--- src/rtl/cse141l_pkg.sv ---
// Shared definitions for the register-file writeback path: widths, the queue
// entry layout and a destination-decode helper.
package cse141l_pkg;

   localparam int REG_W   = 8;
   localparam int NUM_DST = 4;
   localparam int DST_AW  = $clog2(NUM_DST);

   typedef struct packed {
      logic [DST_AW-1:0] rd;
      logic [REG_W-1:0]  data;
   } wb_entry_t;

   function automatic logic [NUM_DST-1:0] dst_onehot(input logic [DST_AW-1:0] rd);
      logic [NUM_DST-1:0] m;
      m     = {NUM_DST{1'b0}};
      m[rd] = 1'b1;
      return m;
   endfunction

endpackage

--- src/rtl/wb_fifo.sv ---
// Generic DEPTH-entry FIFO of writeback entries with flush. Exposes the
// post-update valid vector and contents so the owner can register summaries.
module wb_fifo
   import cse141l_pkg::*;
#(
   parameter int DEPTH = 4
) (
   input  logic                       clk,
   input  logic                       rst_n,
   input  logic                       flush,
   input  logic                       push,
   input  wb_entry_t                  push_entry,
   input  logic                       pop,
   output wb_entry_t                  head,
   output logic [$clog2(DEPTH):0]     count,
   output logic                       full,
   output logic                       empty,
   output logic [DEPTH-1:0]           valid_next,
   output wb_entry_t [DEPTH-1:0]      entry_next
);

   localparam int AW = $clog2(DEPTH);
   localparam int CW = AW + 1;

   wb_entry_t [DEPTH-1:0] mem_q, mem_d;
   logic [DEPTH-1:0]      valid_q, valid_d;
   logic [AW-1:0]         wr_ptr_q, wr_ptr_d;
   logic [AW-1:0]         rd_ptr_q, rd_ptr_d;
   logic [CW-1:0]         count_q, count_d;
   logic                  push_ok_s, pop_ok_s;

   assign full  = (count_q == CW'(DEPTH));
   assign empty = (count_q == CW'(0));
   assign head  = mem_q[rd_ptr_q];
   assign count = count_q;
   assign valid_next = valid_d;
   assign entry_next = mem_d;

   // Next-state: flush clears everything; otherwise guarded push/pop, pointers wrap mod DEPTH.
   always_comb begin
      mem_d     = mem_q;
      valid_d   = valid_q;
      wr_ptr_d  = wr_ptr_q;
      rd_ptr_d  = rd_ptr_q;
      count_d   = count_q;
      push_ok_s = push & ~full;
      pop_ok_s  = pop & ~empty;
      if (flush) begin
         valid_d  = {DEPTH{1'b0}};
         wr_ptr_d = {AW{1'b0}};
         rd_ptr_d = {AW{1'b0}};
         count_d  = {CW{1'b0}};
      end else begin
         if (pop_ok_s) begin
            valid_d[rd_ptr_q] = 1'b0;
            rd_ptr_d          = rd_ptr_q + AW'(1);
         end else begin
            rd_ptr_d = rd_ptr_q;
         end
         if (push_ok_s) begin
            mem_d[wr_ptr_q]   = push_entry;
            valid_d[wr_ptr_q] = 1'b1;
            wr_ptr_d          = wr_ptr_q + AW'(1);
         end else begin
            wr_ptr_d = wr_ptr_q;
         end
         count_d = count_q + CW'(push_ok_s) - CW'(pop_ok_s);
      end
   end

   // State registers.
   always_ff @(posedge clk or negedge rst_n) begin
      if (!rst_n) begin
         mem_q    <= '0;
         valid_q  <= {DEPTH{1'b0}};
         wr_ptr_q <= {AW{1'b0}};
         rd_ptr_q <= {AW{1'b0}};
         count_q  <= {CW{1'b0}};
      end else begin
         mem_q    <= mem_d;
         valid_q  <= valid_d;
         wr_ptr_q <= wr_ptr_d;
         rd_ptr_q <= rd_ptr_d;
         count_q  <= count_d;
      end
   end

endmodule

--- src/rtl/reg_writeback_queue.sv ---
// Writeback queue in front of the register-file write port: ALU-priority
// arbitration, in-order drain and a registered per-destination pending mask.
module reg_writeback_queue
   import cse141l_pkg::*;
#(
   parameter int DEPTH = 4
) (
   input  logic                     clk,
   input  logic                     rst_n,
   input  logic                     flush,
   input  logic                     alu_valid,
   input  logic [DST_AW-1:0]        alu_rd,
   input  logic [REG_W-1:0]         alu_data,
   output logic                     alu_ready,
   input  logic                     ld_valid,
   input  logic [DST_AW-1:0]        ld_rd,
   input  logic [REG_W-1:0]         ld_data,
   output logic                     ld_ready,
   input  logic                     wr_hold,
   output logic                     wr_en,
   output logic [DST_AW-1:0]        wr_addr,
   output logic [REG_W-1:0]         wr_data,
   output logic [NUM_DST-1:0]       pend_mask,
   output logic [$clog2(DEPTH):0]   q_count
);

   wb_entry_t                 push_entry_s;
   wb_entry_t                 head_s;
   wb_entry_t [DEPTH-1:0]     entry_next_s;
   logic [DEPTH-1:0]          valid_next_s;
   logic                      full_s, empty_s, push_s;
   logic [NUM_DST-1:0]        pend_mask_q, pend_mask_d;

   // rst_n gating makes readies and wr_en drop the instant reset asserts.
   assign alu_ready = rst_n & alu_valid & ~full_s & ~flush;
   assign ld_ready  = rst_n & ld_valid & ~alu_valid & ~full_s & ~flush;
   assign push_s    = alu_ready | ld_ready;
   assign wr_en     = rst_n & ~empty_s & ~wr_hold & ~flush;
   assign wr_addr   = head_s.rd;
   assign wr_data   = head_s.data;
   assign pend_mask = pend_mask_q;

   // Select the accepted producer's result.
   always_comb begin
      push_entry_s = '0;
      if (alu_ready) begin
         push_entry_s.rd   = alu_rd;
         push_entry_s.data = alu_data;
      end else begin
         push_entry_s.rd   = ld_rd;
         push_entry_s.data = ld_data;
      end
   end

   wb_fifo #(.DEPTH(DEPTH)) u_fifo (
      .clk        (clk),
      .rst_n      (rst_n),
      .flush      (flush),
      .push       (push_s),
      .push_entry (push_entry_s),
      .pop        (wr_en),
      .head       (head_s),
      .count      (q_count),
      .full       (full_s),
      .empty      (empty_s),
      .valid_next (valid_next_s),
      .entry_next (entry_next_s)
   );

   // Pending mask is the OR of destinations over entries still queued after this edge.
   always_comb begin
      pend_mask_d = {NUM_DST{1'b0}};
      for (int i = 0; i < DEPTH; i++) begin
         if (valid_next_s[i]) begin
            pend_mask_d = pend_mask_d | dst_onehot(entry_next_s[i].rd);
         end else begin
            pend_mask_d = pend_mask_d;
         end
      end
   end

   // Pending-mask register.
   always_ff @(posedge clk or negedge rst_n) begin
      if (!rst_n) begin
         pend_mask_q <= {NUM_DST{1'b0}};
      end else begin
         pend_mask_q <= pend_mask_d;
      end
   end

endmodule

--- config.mk ---
export PLATFORM = sky130hd
export DESIGN_NAME = reg_writeback_queue
export DESIGN_NICKNAME = d
export VERILOG_FILES = /design/src/rtl/cse141l_pkg.sv /design/src/rtl/wb_fifo.sv /design/src/rtl/reg_writeback_queue.sv
export SDC_FILE = /design/constraint.sdc
export NUM_CORES = 1
export LEC_CHECK = 0
export ABC_AREA = 1
export CORE_ASPECT_RATIO = 1.5
export CORE_MARGIN = 1
export CORE_UTILIZATION = 55
export DETAILED_ROUTE_END_ITERATION = 8
export MAX_ROUTING_LAYER = met4
export PLACE_DENSITY = 0.85
export RECOVER_POWER = 50
export SLEW_MARGIN = 25
export SYNTH_ARGS = -nofsm -noshare
export SYNTH_HDL_FRONTEND = slang
export SYNTH_HIERARCHICAL = 1
export SYNTH_SLANG_ARGS = --single-unit
--- constraint.sdc ---
create_clock -name clk -period 3.3 [get_ports clk]
set_input_delay 0.495 -clock clk [delete_from_list [all_inputs] [get_ports clk]]
set_output_delay 0.495 -clock clk [all_outputs]
set_load 0.005 [all_outputs]
==> flow_summary.json, run 1 <==
{
  "drc": 0,
  "diodes": 0,
  "endpoint_kind": "primary output",
  "clkSlewWorstSetupHoldPaths_ns": 0.11,
  "grt_pass1_vias": 2984,
  "dr.pass1.iters": 5,
  "syn-num-nets": 463,
  "tns_ns": 0,
  "pin_count": 46,
  "syn2layout_area_growth_pct": 16.64,
  "via_per_inst": 5.751,
  "cts_resized": 0,
  "syn_inst": 426,
  "avgSynthCellArea_um2": 7.501,
  "cts_buffers": 5,
  "final_cell_mix": "nand2_1 (131), dfrtp_1 (55), nand4_1 (45)",
  "power-per-cell-area_mw_per_mm2": 439.9,
  "path_common_cell": "o21ai_0",
  "die-height_um": 95.36,
  "antenna_found_initial": 0,
  "via_count": 3077,
  "worstPathRequired_ns": 2.80,
  "yosys_warnings": 6,
  "cts_max_level": 2,
  "final_common_cell": "nand2_1",
  "netlist_area_mm2": 0.003196,
  "yosysSeqAreaShare": 0.4307,
  "clock_skew_ns": 0.008934,
  "core-area_mm2": 0.005533,
  "portBuffers": 45,
  "clock_sinks": 55,
  "worstSkewPairLatency_ns": 0.32,
  "fill_cells": 467,
  "synth-seq-cells": 55,
  "cts_hold_buffers": 0,
  "clockBufferDepth": 2,
  "drive_above_1_share": 0.06452,
  "die-area_mm2": 0.006125,
  "cts_tree": "yes",
  "min_period_ns": 2.801,
  "outcome": "completed",
  "final_max_slew_viol_count": 0,
  "critPathKind": "reg2out",
  "drtIter0Drc": 224,
  "start_util": 0.5776,
  "peakVddDrop_mv": 0.3697,
  "max_stage_delay_ns": 0.55,
  "grt_usage": 0.3042,
  "clockRootBuffer": "clkbuf_8",
  "grt_max_degree": 56,
  "final_cell_area_mm2": 0.003727,
  "tightest_slew_ns": 1.343,
  "grt-ovfl-total": 0,
  "post_cts_buffers": 0,
  "timing.final.crit_share": 0.8489,
  "wirelength_um": 7992,
  "crit_family": "buffers and inverters",
  "relSlewSlack": 0.1047,
  "final_hold_viol_count": 0,
  "finalSetupViolations": 0,
  "placed_area_mm2": 0.003641,
  "row_count": 33,
  "die_w_um": 64.24,
  "routedWlPerCell_um": 14.94,
  "p_total_mw": 1.640,
  "fmax_mhz": 357.0,
  "globalplace.congestion": 0.8522,
  "worstPathArrival_ns": 2.31,
  "critPathMaxFanout": 22,
  "grt_pass1_wl_um": 13700,
  "path_cells": "inv_1, o21ai_0, o21ai_0, clkdlybuf4s50_1",
  "worst_path_max_delay_cell": "inv_1",
  "yosysUniqueCellTypes": 19,
  "stdcell_count": 535,
  "layout.nets": 501,
  "cp-start-kind": "register",
  "grt_setup_unrepaired": "no",
  "path_buf_inv": 2,
  "hpwl_um": 5386,
  "p_leak_nw": 1.911,
  "dp_cells": 527,
  "final_antenna_net_count": 0,
  "max_cap_viol_count": 0,
  "min_path_type": "reg2reg"
}
==> logic make-up (layout without fill, tap and decap cells) <==
kind of cell / Yosys count / after routing / synth area share
buf+inv: 65 / 104 / 0.1049
fa+ha+maj: 11 / 11 / 0.04542
simple gates: 264 / 264 / 0.3704
compound gates: 31 / 31 / 0.04855
flops: 55 / 55 / 0.4307
==> worst min-delay path: stages (launching register included) <==
cell and delay, ns:
dfrtp_1 0.35, nand2_1 0.05, nand2_1 0.05
==> worst paths after layout <==
kind,startpoint,endpoint,slack (ns),cells after the start
min in group asynchronous,rst_n,u_fifo/mem_q[27],0.59,2
max in group asynchronous,rst_n,u_fifo/count[1],1.90,2
hold / removal,u_fifo/mem_q[17],u_fifo/mem_q[17],0.48,2
setup reg to reg,u_fifo/count[1],pend_mask[2],0.84,14
setup / recovery,u_fifo/rd_ptr_q[1],wr_data[0],0.50,4
hold reg to reg,u_fifo/mem_q[17],u_fifo/mem_q[17],0.48,2
==> per-stage QoR <==
stage | utilization | hold slack, ns | setup slack (ns)
3_3_place_gp | 0.6581 | 0.4494 | 0.6413
6_report | 0.6737 | 0.4773 | 0.4987
4_1_cts | 0.6755 | 0.3420 | 0.5274
3_5_place_dp | 0.6581 | 0.4531 | 0.5323
5_1_grt | 0.6737 | 0.4970 | 0.2969
2_1_floorplan | - | 0.1994 | 0.5523
==> synth_stat cells (all sizes together) <==
library cell | number | share of area
ha | 10 | 0.039
clkinv | 1 | 0.0012
clkbuf | 2 | 0.0024
nand4 | 45 | 0.088
nor3 | 1 | 0.0016
dfrtp | 55 | 0.43
o21ai | 31 | 0.049
buf | 26 | 0.059
nand3b | 2 | 0.0047
inv | 36 | 0.042
nor2 | 48 | 0.060
nand2 | 133 | 0.16
nand3 | 35 | 0.058
fa | 1 | 0.0063
==> per-layer routing <==
metal,up-vias,part of all wire,track usage
li1,1466,-,-
met1,1433,0.37,0.3500
met2,145,0.51,0.5053
met3,33,0.061,0.03947
met4,0,0.054,0.1852
met5,-,0,-
==> report_power, final <==
| part | switching, mW | internal, mW |
|---|---|---|
| sequential | 0.0528 | 0.766 |
| combinational | 0.231 | 0.193 |
| clock | 0.239 | 0.158 |
==> registers in the layout (all words and copies together), names as in the netlist <==
name and cells:
pend_mask 4, u_fifo/rd_ptr_q 2, u_fifo/valid_q 4, u_fifo/mem_q 40
u_fifo/wr_ptr_q 2, u_fifo/count 3
==> cell type report <==
class,instances,area [um2],share of cell area
multi-input combinational,306,1485,0.3985
sequential,55,1376,0.3693
timing repair buffer,59,543.0,0.1457
inverter,37,138.9,0.03726
tap,70,87.58,0.02350
clock buffer,5,68.82,0.01846
clock inverter,3,27.53,0.007385
(Power assumes the default switching activity.)
==> run 2: changes to the inputs <==
Settings changed: CORE_UTILIZATION 55 to 49, PLACE_DENSITY 0.85 to 0.8.
Clock period 3.3 ns to 2.4 ns, I/O delays scaled along.
==> flow_summary.json, run 2 (synthesis results as in run 1) <==
{
  "portBuffers": 45,
  "routedWlPerCell_um": 13.50,
  "endpoint_kind": "primary output",
  "multi_input_area_mm2": 0.001525,
  "clockBufferDepth": 2,
  "grt_setup_unrepaired": "yes",
  "antenna_found_initial": 0,
  "dr.pass1.iters": 4,
  "placed_area_mm2": 0.003801,
  "worstPathArrival_ns": 2.02,
  "fmax_mhz": 419.4,
  "fill_cells": 532,
  "min_path_type": "in2async",
  "grt_pass1_vias": 2783,
  "tns_ns": 0,
  "final_hold_viol_count": 0,
  "cp-start-kind": "register",
  "p_leak_nw": 2.028,
  "fin_util": 0.6400,
  "final_max_slew_viol_count": 0,
  "cts_tree": "yes",
  "clkSlewWorstSetupHoldPaths_ns": 0.10,
  "layout.nets": 519,
  "worstSkewPairLatency_ns": 0.31,
  "critPathKind": "reg2out",
  "start_util": 0.5139,
  "die-area_mm2": 0.006855,
  "clock_sinks": 55,
  "wirelength_um": 7517,
  "min_period_ns": 2.385,
  "critPathMaxFanout": 7,
  "final_common_cell": "nand2_1",
  "relSlewSlack": 0.09096,
  "regArea_mm2": 0.001378,
  "regMostFlops": "u_fifo/mem_q",
  "peakVddDrop_mv": 0.5335,
  "stdcell_count": 557,
  "tightest_slew_ns": 1.364,
  "clockRootBuffer": "clkbuf_8",
  "via_count": 2945,
  "pin_count": 46,
  "core-area_mm2": 0.006218,
  "cts_hold_buffers": 0,
  "cts_buffers": 5,
  "max_cap_viol_count": 0,
  "timing.final.crit_share": 0.9936,
  "grt-ovfl-total": 0,
  "r2r_start": "u_fifo/count[1]",
  "clock_skew_ns": 0.005161,
  "diodes": 0,
  "row_count": 35,
  "final_cell_area_mm2": 0.003980,
  "final_antenna_net_count": 0,
  "reg2reg_to": "u_fifo/count[2]",
  "drive_above_1_share": 0.1242,
  "via_per_inst": 5.287,
  "grt_usage": 0.2451,
  "power-per-cell-area_mw_per_mm2": 616.2,
  "grt_max_degree": 56,
  "outcome": "completed",
  "die_w_um": 67.94,
  "final_cell_mix": "nand2_1 (130), dfrtp_1 (54), nand4_1 (45)",
  "finalSetupViolations": 0,
  "drc": 0,
  "globalplace.congestion": 0.9119,
  "reg2reg_depth": 15,
  "die-height_um": 100.9,
  "syn2layout_area_growth_pct": 24.55,
  "hpwl_um": 5582,
  "dp_cells": 545,
  "regToRegSetupSlack_ns": 0.22,
  "cts_max_level": 2,
  "worstPathRequired_ns": 2.04,
  "hold_ws_ns": 0.4487,
  "largest_reg_flops": 40,
  "drtIter0Drc": 131,
  "grt_pass1_wl_um": 12510
}
==> run 2: cell types whose count changed in the layout (fill, tap and decap cells not counted), sizes merged <==
| cell | change |
|---|---|
| buf | +20 |
| bufinv | +2 |
| clkbuf | -1 |
| clkinvlp | +1 |
| dlygate4sd3 | -1 |
| dlymetal6s2s | +1 |
| inv | -4 |
==> run 2: stage by stage <==
| stage | total power [mW] | worst slack (ns) |
|---|---|---|
| global route | 2.574 | -0.01807 |
| finish | 2.453 | 0.01539 |
| CTS | 2.467 | 0.05002 |
| global placement | 1.734 | 0.01322 |
| detailed placement | 1.752 | -0.1107 |
| floorplan | 1.464 | -0.08075 |
==> run 2: layout make-up <==
cell class | count | share of cell area
Timing Repair Buffer | 77 | 0.1773
Multi-Input combinational cell | 306 | 0.3832
Sequential cell | 55 | 0.3461
Inverter | 37 | 0.03678
Tap cell | 74 | 0.02326
Clock buffer | 6 | 0.01823
Clock inverter | 2 | 0.01509
==> run 2: critical path, cell delays in order, from the launching register on <==
cell and delay [ns]:
dfrtp_2 0.45, clkinvlp_4 0.15, buf_4 0.16, o21ai_0 0.08, o21ai_0 0.31, clkdlybuf4s50_1 0.57
==> run 2: power by group <==
group	internal, mW	switching [mW]
logic	0.284	0.326
registers	1.05	0.0686
clock network	0.417	0.304
==> run 2: worst max path at each step <==
stage,from,to,cells after the start,slack [ns]
2_1_floorplan,u_fifo/count[0],u_fifo/count[2],19,-0.08
3_3_place_gp,flush,u_fifo/count[2],14,0.01
3_5_place_dp,flush,u_fifo/count[2],14,-0.11
4_1_cts,u_fifo/rd_ptr_q[0],wr_data[5],5,0.05
5_1_grt,u_fifo/rd_ptr_q[0],wr_data[2],5,-0.02
6_report,u_fifo/rd_ptr_q[1],wr_data[0],5,0.02
==> run 2: metal layers <==
| metal | track usage | part of all wire | vias to the layer above |
|---|---|---|---|
| met3 | 0.02715 | 0.045 | 16 |
| li1 | - | - | 1496 |
| met4 | 0.08654 | 0.025 | 0 |
| met1 | 0.3005 | 0.43 | 1343 |
| met5 | - | 0 | - |
| met2 | 0.4080 | 0.50 | 90 |
==> run 2: what timing repair did <==
| item | 4_1_cts | 5_1_grt |
|---|---|---|
| cloned | 0 | 0 |
| gates resized for setup | 2 | 6 |
| setup buffers | 3 | 1 |
| endpoints found under the setup margin | 3 | 7 |
==> run 3: changes to the inputs <==
Settings changed: CORE_ASPECT_RATIO 1.5 to 0.7.
==> flow_summary.json, run 3 (synthesis results as in run 1) <==
{
  "clock_skew_ns": 0.01387,
  "drc": 3,
  "timing.final.crit_share": 0.9338,
  "final_common_cell": "nand2_1",
  "via_count": 3060,
  "final_hold_viol_count": 0,
  "largest_reg_flops": 40,
  "p_total_mw": 2.352,
  "hold_depth": 2,
  "grt_pass1_wl_um": 13340,
  "portBuffers": 45,
  "cts_max_level": 2,
  "endpoint_kind": "primary output",
  "drive_above_1_share": 0.1164,
  "switching_share": 0.2957,
  "r2r_start": "u_fifo/count[2]",
  "die-height_um": 69.57,
  "min_path_type": "reg2reg",
  "diodes": 0,
  "die_w_um": 98.52,
  "syn2layout_area_growth_pct": 22.94,
  "hpwl_um": 5594,
  "critPathMaxFanout": 7,
  "tns_ns": 0,
  "core-area_mm2": 0.006276,
  "grt_max_degree": 56,
  "antenna_found_initial": 0,
  "worst_slack_ns": 0.1589,
  "max_cap_viol_count": 0,
  "path_cells": "clkdlybuf4s50_1, nor2_2, inv_1, nor3_2, buf_4, clkdlybuf4s50_1",
  "cts_buffers": 5,
  "wirelength_um": 7760,
  "clockBufferDepth": 2,
  "grt_setup_unrepaired": "no",
  "worstSkewPairLatency_ns": 0.31,
  "clockRootBuffer": "clkbuf_8",
  "path_common_cell": "clkdlybuf4s50_1",
  "path_buf_inv": 4,
  "fmax_mhz": 446.2,
  "regMostFlops": "u_fifo/mem_q",
  "clock_sinks": 55,
  "dr.pass1.iters": 7,
  "power-per-cell-area_mw_per_mm2": 598.7,
  "dp_slack_ns": -0.09784,
  "reg2reg_to": "u_fifo/count[2]",
  "final_antenna_net_count": 0,
  "p_sw_uw": 695.5,
  "clkSlewWorstSetupHoldPaths_ns": 0.10,
  "cp-start-kind": "input port",
  "outcome": "finished, violations left",
  "drtIter0Drc": 227,
  "row_count": 24,
  "start_util": 0.5092,
  "worstPathArrival_ns": 1.88,
  "layout.nets": 517,
  "min_from": "u_fifo/mem_q[37]",
  "peakVddDrop_mv": 0.4121,
  "crit_family": "buffers and inverters",
  "via_per_inst": 5.474,
  "p_int_mw": 1.657,
  "routedWlPerCell_um": 13.88,
  "tightest_slew_ns": 1.355,
  "finalSetupViolations": 0,
  "globalplace.congestion": 0.8811,
  "min_period_ns": 2.241,
  "reg2reg_depth": 14,
  "pin_count": 46,
  "cts_tree": "yes",
  "regToRegSetupSlack_ns": 0.22,
  "min_to": "u_fifo/mem_q[37]",
  "p_comb_frac": 0.260,
  "power.share.sequential": 0.477,
  "p_leak_nw": 1.993,
  "fin_util": 0.6260,
  "final_max_slew_viol_count": 0,
  "grt_pass1_vias": 2860,
  "critPathKind": "in2out",
  "worstPathRequired_ns": 2.04,
  "max_stage_delay_ns": 0.51,
  "final_cell_mix": "nand2_1 (130), dfrtp_1 (54), nand4_1 (45)",
  "relSlewSlack": 0.09665,
  "grt_usage": 0.2532,
  "worst_path_max_delay_cell": "clkdlybuf4s50_1",
  "clockPowerShare": 0.263,
  "grt-ovfl-total": 0,
  "violations": "design-rule violations",
  "die-area_mm2": 0.006854
}
## run 3: what timing repair did
item | 4_1_cts | 5_1_grt
setup endpoints to repair | 0 | 10
resized for setup | 0 | 5
hold buffers | 0 | 0
setup buffers | 0 | 4
## run 3: area by class of cell
| type | count | area, um2 |
|---|---|---|
| tap | 78 | 97.59 |
| inverter | 37 | 138.9 |
| fill | 550 | 2347 |
| timing repair buffer | 75 | 678.2 |
| clock buffer | 6 | 72.57 |
| clock inverter | 2 | 38.79 |
| multi-input combinational | 306 | 1525 |
| sequential | 55 | 1378 |
## run 3: worst max-delay path by stage
stage / startpoint / endpoint / slack (ns) / cells after the start
after global routing: u_fifo/rd_ptr_q[1] / wr_data[0] / 0.003 / 6
after detailed placement: flush / u_fifo/count[2] / -0.1 / 14
after global placement: flush / u_fifo/count[2] / 0.02 / 14
final: flush / wr_en / 0.16 / 6
after floorplan: u_fifo/count[0] / u_fifo/count[2] / -0.08 / 19
after CTS: u_fifo/rd_ptr_q[0] / wr_data[0] / 0.11 / 6
## run 3: layer usage
layer | vias up | GRT usage | wire length (um)
li1 | 1497 | - | -
met1 | 1453 | 0.3399 | 3440
met2 | 106 | 0.4045 | 3789
met3 | 4 | 0.04536 | 489
met4 | 0 | 0.05638 | 40
met5 | - | - | 0
## run 3: power by group through the flow
stage	Sequential (mW)	Combinational (mW)	Clock, mW
after CTS	1.12	0.611	0.636
final	1.12	0.612	0.618
after detailed placement	1.14	0.608	0
after global placement	1.13	0.592	0
after floorplan	1.13	0.338	0
after global routing	1.14	0.690	0.676
## run 3: worst min-delay path: cells and delay by family (launching register included)
family | cells | cell delay, ns
flip-flops | 1 | 0.35
AND/OR/NAND/NOR | 2 | 0.10
## run 3: per-stage QoR
step / hold slack (ns) / std cells / cell area [um2]
after floorplan: 0.06441 / 426 / 3247
after global placement: 0.4473 / 547 / 3779
after detailed placement: 0.4556 / 547 / 3779
after CTS: 0.2283 / 555 / 3890
after global routing: 0.4973 / 559 / 3929
final: 0.4759 / 559 / 3929
